`src/rtl/mem_access_unit_pkg.sv`:
```
// mem_access_unit_pkg: shared funct3 codes, FSM encoding and access-legality check
package mem_access_unit_pkg;
  localparam logic [2:0] F3_B  = 3'b000;
  localparam logic [2:0] F3_H  = 3'b001;
  localparam logic [2:0] F3_W  = 3'b010;
  localparam logic [2:0] F3_BU = 3'b100;
  localparam logic [2:0] F3_HU = 3'b101;
  localparam logic [1:0] IDLE = 2'd0;
  localparam logic [1:0] WAIT = 2'd1;
  localparam logic [1:0] DONE = 2'd2;
  // Unsigned widths exist only for loads, so a BU/HU store is as illegal as a bad code
  function automatic logic is_fault(input logic [2:0] f3, input logic [1:0] a, input logic wr);
    return f3 == F3_B  ? 1'b0 :
           f3 == F3_BU ? wr :
           f3 == F3_H  ? a[0] :
           f3 == F3_HU ? (wr | a[0]) :
           f3 == F3_W  ? |a : 1'b1;
  endfunction
endpackage

```
`src/rtl/mem_load_extend.sv`:
```
// mem_load_extend: selects the addressed byte/half of a read word and sign/zero extends it
module mem_load_extend
  import mem_access_unit_pkg::*;
(
  input  logic [31:0] rdata_i,
  input  logic [1:0]  off_i,
  input  logic [2:0]  f3_i,
  output logic [31:0] data_o
);
  logic [7:0]  b;
  logic [15:0] h;
  always_comb begin
    b = 8'(rdata_i >> {off_i, 3'b000});
    h = off_i[1] ? rdata_i[31:16] : rdata_i[15:0];
    data_o = f3_i == F3_B  ? {{24{b[7]}}, b} :
             f3_i == F3_BU ? {24'd0, b} :
             f3_i == F3_H  ? {{16{h[15]}}, h} :
             f3_i == F3_HU ? {16'd0, h} : rdata_i;
  end
endmodule

```
`src/rtl/mem_access_unit.sv`:
```
// mem_access_unit: MEM-stage bus initiator with ack wait, timeout abort and load alignment
module mem_access_unit
  import mem_access_unit_pkg::*;
#(
  parameter int TIMEOUT = 16
) (
  input  logic        clk,
  input  logic        rst,
  input  logic        MEM_MemRead,
  input  logic        MEM_MemWrite,
  input  logic [31:0] MEM_IR,
  input  logic [31:0] MEM_ALUO,
  input  logic [31:0] MEM_Data_out,
  input  logic [31:0] bus_rdata,
  input  logic        bus_ack,
  output logic        bus_req,
  output logic        bus_we,
  output logic [31:0] bus_addr,
  output logic [31:0] bus_wdata,
  output logic [3:0]  bus_be,
  output logic [31:0] Datai,
  output logic        stall,
  output logic        access_fault,
  output logic        bus_err
);
  localparam int CW = $clog2(TIMEOUT) + 1;
  logic [1:0]    state_q, state_d;
  logic [CW-1:0] cnt_q, cnt_d;
  logic          req_q, req_d, we_q, we_d, fault_q, fault_d, err_q, err_d;
  logic [31:0]   addr_q, addr_d, wdata_q, wdata_d, rdata_q, rdata_d;
  logic [3:0]    be_q, be_d;
  logic [1:0]    off_q, off_d;
  logic [2:0]    f3_q, f3_d;
  logic [2:0]    f3;
  logic [1:0]    a;
  logic          access, fault, timeout, unused_ir;
  assign f3        = MEM_IR[14:12];
  assign a         = MEM_ALUO[1:0];
  assign unused_ir = ^{MEM_IR[31:15], MEM_IR[11:0]};
  assign access    = MEM_MemRead | MEM_MemWrite;
  assign fault     = is_fault(f3, a, MEM_MemWrite);
  assign timeout   = cnt_q == CW'(TIMEOUT - 1);
  assign stall     = (state_q == IDLE && access && !fault) || state_q == WAIT;
  always_comb begin
    state_d = state_q;
    cnt_d   = cnt_q;
    req_d   = req_q;
    we_d    = we_q;
    addr_d  = addr_q;
    wdata_d = wdata_q;
    be_d    = be_q;
    rdata_d = rdata_q;
    off_d   = off_q;
    f3_d    = f3_q;
    fault_d = 1'b0;
    err_d   = 1'b0;
    if (state_q == IDLE && access && fault) begin
      // A zero word viewed as W makes Datai read 0 after a rejected access
      fault_d = 1'b1;
      rdata_d = '0;
      off_d   = '0;
      f3_d    = F3_W;
    end else if (state_q == IDLE && access) begin
      state_d = WAIT;
      req_d   = 1'b1;
      cnt_d   = '0;
      we_d    = MEM_MemWrite;
      addr_d  = {MEM_ALUO[31:2], 2'b00};
      wdata_d = f3 == F3_B ? {4{MEM_Data_out[7:0]}} :
                f3 == F3_H ? {2{MEM_Data_out[15:0]}} : MEM_Data_out;
      be_d    = !MEM_MemWrite ? 4'hF :
                f3 == F3_B    ? 4'b0001 << a :
                f3 == F3_H    ? 4'b0011 << {a[1], 1'b0} : 4'hF;
      off_d   = a;
      f3_d    = f3;
    end else if (state_q == WAIT && (bus_ack || timeout)) begin
      state_d = DONE;
      req_d   = 1'b0;
      rdata_d = bus_ack ? bus_rdata : '0;
      err_d   = !bus_ack;
    end else if (state_q == WAIT) begin
      cnt_d = cnt_q + 1'b1;
    end else if (state_q == DONE) begin
      state_d = IDLE;
    end
  end
  always_ff @(posedge clk) begin
    if (rst) begin
      state_q <= IDLE;
      cnt_q   <= '0;
      req_q   <= 1'b0;
      we_q    <= 1'b0;
      addr_q  <= '0;
      wdata_q <= '0;
      be_q    <= '0;
      rdata_q <= '0;
      off_q   <= '0;
      f3_q    <= '0;
      fault_q <= 1'b0;
      err_q   <= 1'b0;
    end else begin
      state_q <= state_d;
      cnt_q   <= cnt_d;
      req_q   <= req_d;
      we_q    <= we_d;
      addr_q  <= addr_d;
      wdata_q <= wdata_d;
      be_q    <= be_d;
      rdata_q <= rdata_d;
      off_q   <= off_d;
      f3_q    <= f3_d;
      fault_q <= fault_d;
      err_q   <= err_d;
    end
  end
  assign bus_req      = req_q;
  assign bus_we       = we_q;
  assign bus_addr     = addr_q;
  assign bus_wdata    = wdata_q;
  assign bus_be       = be_q;
  assign access_fault = fault_q;
  assign bus_err      = err_q;
  mem_load_extend u_ext (
    .rdata_i (rdata_q),
    .off_i   (off_q),
    .f3_i    (f3_q),
    .data_o  (Datai)
  );
endmodule

```
`config.mk`:
```
export PLATFORM = sky130hd
export DESIGN_NAME = mem_access_unit
export DESIGN_NICKNAME = d
export VERILOG_FILES = /design/src/rtl/mem_access_unit_pkg.sv /design/src/rtl/mem_load_extend.sv /design/src/rtl/mem_access_unit.sv
export SDC_FILE = /design/constraint.sdc
export NUM_CORES = 1
export LEC_CHECK = 0
export BUFFER_PORTS_ARGS = -buffer_cell sky130_fd_sc_hd__buf_2
export CORE_MARGIN = 10
export CORE_UTILIZATION = 47
export CTS_CLUSTER_DIAMETER = 150
export DETAILED_ROUTE_END_ITERATION = 16
export PLACE_DENSITY = 0.8
export SKIP_CTS_REPAIR_TIMING = 1
export SYNTH_ARGS = -nofsm -noshare
export SYNTH_HDL_FRONTEND = slang
export SYNTH_SLANG_ARGS = --single-unit
```
`constraint.sdc`:
```
create_clock -name clk -period 2.3 [get_ports clk]
set_input_delay 0 -clock clk [delete_from_list [all_inputs] [get_ports clk]]
set_output_delay 0 -clock clk [all_outputs]
set_load 0.05 [all_outputs]
```
==> flow_summary_export.csv <==
group,metric,value,unit
global_routing,grt_usage,0.210,
global_routing,antenna_found_initial,2,
critical_path,r2r-start,"state_q[1]",
timing,drv_slew,0,
route,wl_met3,1840,um
yosys,synth_cells,615,
layout,final_net_count,1044,
die,io_pins,238,
critical_path,critPathCaptureType,"register",
route,dr.pass1.iters,6,
timing,fin_crit,2210,ps
die,dieArea,15500,sq um
clocking,htreeDepth,4,
yosys,synth-main-ff-cell,"dfxtp_1",
timing,min_period_over_period,0.962,
route,wl_met1,7210,um
clocking,clockBufferDepth,2,
power,p_leak,3.53,nW
power,ir_worst_vdd,0.419,mV
route,wl_per_cell,18.4,um
status,violations,"hold timing",
yosys,async_reset_ff_frac,0,
critical_path,cp_max_fo,53,
global_routing,grt_max_degree,66,
clocking,cts_buffers,17,
route,routed.top_layer,"met5",
route,num_vias,5895,
yosys,avgSynthCellArea,8.35,sq um
route,vias_per_cell,5.55,
timing,setup_violations,0,
power,design_power_total,5.96,mW
job,maxCapViolations,0,
global_routing,gr-total-overflow,0,
critical_path,r2r_slack,90,ps
min_path,min_path_type,"input port to register",
placement,gp_congestion,0.914,
timing,setup_ws,88.3,ps
global_routing,grt_pass1_wl,27200,um
route,dr_wl_met2,9790,um
yosys,yosysSeqAreaShare,0.445,
timing,holdWs,-46.0,ps
route,route.detailed.drc,0,
critical_path,crit_type,"register to register",
placement,portBuffers,206,
global_routing,grt_pass1_vias,5305,
clocking,clkSinkCount,114,
layout,area_growth,53.5,%
layout,drive_above_1_share,0.292,
die,core,10700,sq um
route,ant_nets,0,
die,dieWidth,125,um
layout,final_util,0.734,
timing,max_freq,452,MHz
yosys,synth_edf_count,0,
die,fp-row-count,38,
min_path,hold_depth,4,
critical_path,worstPathArrival,2670,ps
clocking,insertion_delay,520,ps
die,die_h,125,um
critical_path,rr_worst_depth,6,
yosys,ys_ff_latch,114,
status,outcome,"complete, but fails checks",
yosys,syn_area,5130,sq um
critical_path,cp-startpoint,"state_q[1]",
clocking,clk_pin_slew,60,ps
critical_path,cp.required,2760,ps
clocking,cts_tree,"yes",
timing,hold_viol,3,
die,initial_core_util,0.478,
route,routed_wl,19500,um
timing,tightestPinTransition,702,ps
yosys,ys_types,40,
placement,dp_worst_setup_slack,301,ps
power,power.density,756,nW/um^2
timing,fin_skew,7.75,ps
yosys,yosys_warnings,0,
clocking,cts_root_buf,"clkbuf_8",
timing,slew_headroom,0.532,
placement,hpwlAfterDp,12500,um
min_path,hp-start,"MEM_ALUO[0]",
route,drtIter0Drc,542,
critical_path,start_kind,"register",
## where the power goes
group          total, mW  internal (mW)  switching [mW]
clock               2.42           1.56           0.861
sequential          2.16           2.09          0.0730
combinational       1.37          0.446           0.928
total               5.96           4.10            1.86
## flip-flops by register name, summed over array words and instances, names as in the netlist
register and count:
bus_err 1, rdata_q 32, bus_we 1, bus_req 1
state_q 2, bus_addr 30, cnt_q 5, access_fault 1
bus_be 4, bus_wdata 32, off_q 2, f3_q 3
## stage by stage
step	instance area, sq um	hold WS (ps)	TNS (ps)	cells
2_1_floorplan	5140	79.3	0	616
3_3_place_gp	6260	234	0	925
3_5_place_dp	6260	235	0	925
4_1_cts	6810	-311	-2430	956
5_1_grt	7880	7.70	-23.4	1062
6_report	7880	-46.0	0	1062
## critical path: stages, from the launching register on
cell,delay [ps]
dfxtp_1,330
nor2_1,350
o221a_4,380
buf_12,260
o211ai_1,130
a21oi_1,140
dlygate4sd3_1,560
## kinds of logic (layout without fill, tap and decap cells)
kind of cell	Yosys count	in the layout	share of synthesized area
AO/OA/AOI/OAI	169	169	0.207
multiplexers	47	47	0.112
buffers and inverters	61	366	0.0541
other	1	3	0.000730
flip-flops	114	114	0.445
AND/OR/NAND/NOR	221	221	0.177
adder cells (fa/ha/maj)	2	2	0.00487
## final timing paths
path                    to
min reg2reg    bus_addr[6]
max reg2reg  bus_wdata[29]
max          bus_wdata[29]
min              bus_be[0]
## layout make-up
type | instances | area (sq um)
clock inverter | 5 | 50.0
fill | 751 | 2860
inverter | 7 | 26.3
timing repair buffer | 328 | 2230
sequential | 114 | 2280
multi-input combinational | 441 | 2620
antenna | 1 | 2.50
clock buffer | 26 | 498
tap | 140 | 175
## metal layers
metal,track usage,up-vias
li1,-,2733
met1,0.225,2778
met2,0.356,317
met3,0.0953,65
met4,0.0761,2
met5,0,-
## cells in the final DEF (no fill, tap or decap), types with 4 or more instances in the layout
cell type        n
o211ai_1         8
dfxtp_1        113
nor3_1           7
inv_1            7
buf_2          204
o21ai_0         31
a211oi_1        15
a21oi_1         56
dlygate4sd3_1  105
a22oi_1         32
clkbuf_8         6
nor2_1          73
a311oi_1         8
clkbuf_16       16
nand3_1          6
mux4_2           8
o21ai_1         10
buf_4           15
nand2_1        115
clkinv_2         4
clkbuf_1         4
nor2b_1         10
mux2i_1         36
## cells in the mapped netlist (5+ instances only)
cell      instances  share of area
clkbuf_1         34          0.025
a21oi_1          56          0.055
buf_2            12          0.012
nor2_1           73          0.053
nand3_1           7         0.0068
a311oi_1          8          0.014
mux4_2            8          0.035
buf_4             5         0.0073
a22oi_1          32          0.047
dfxtp_1         114           0.44
mux2i_1          36          0.070
o21ai_0          41          0.040
inv_1             7         0.0051
nor3_1            7         0.0068
nand2_1         115          0.084
nor2b_1          10          0.012
a211oi_1         15          0.022
o211ai_1          8          0.012
Power figures use the tool's default switching activity.
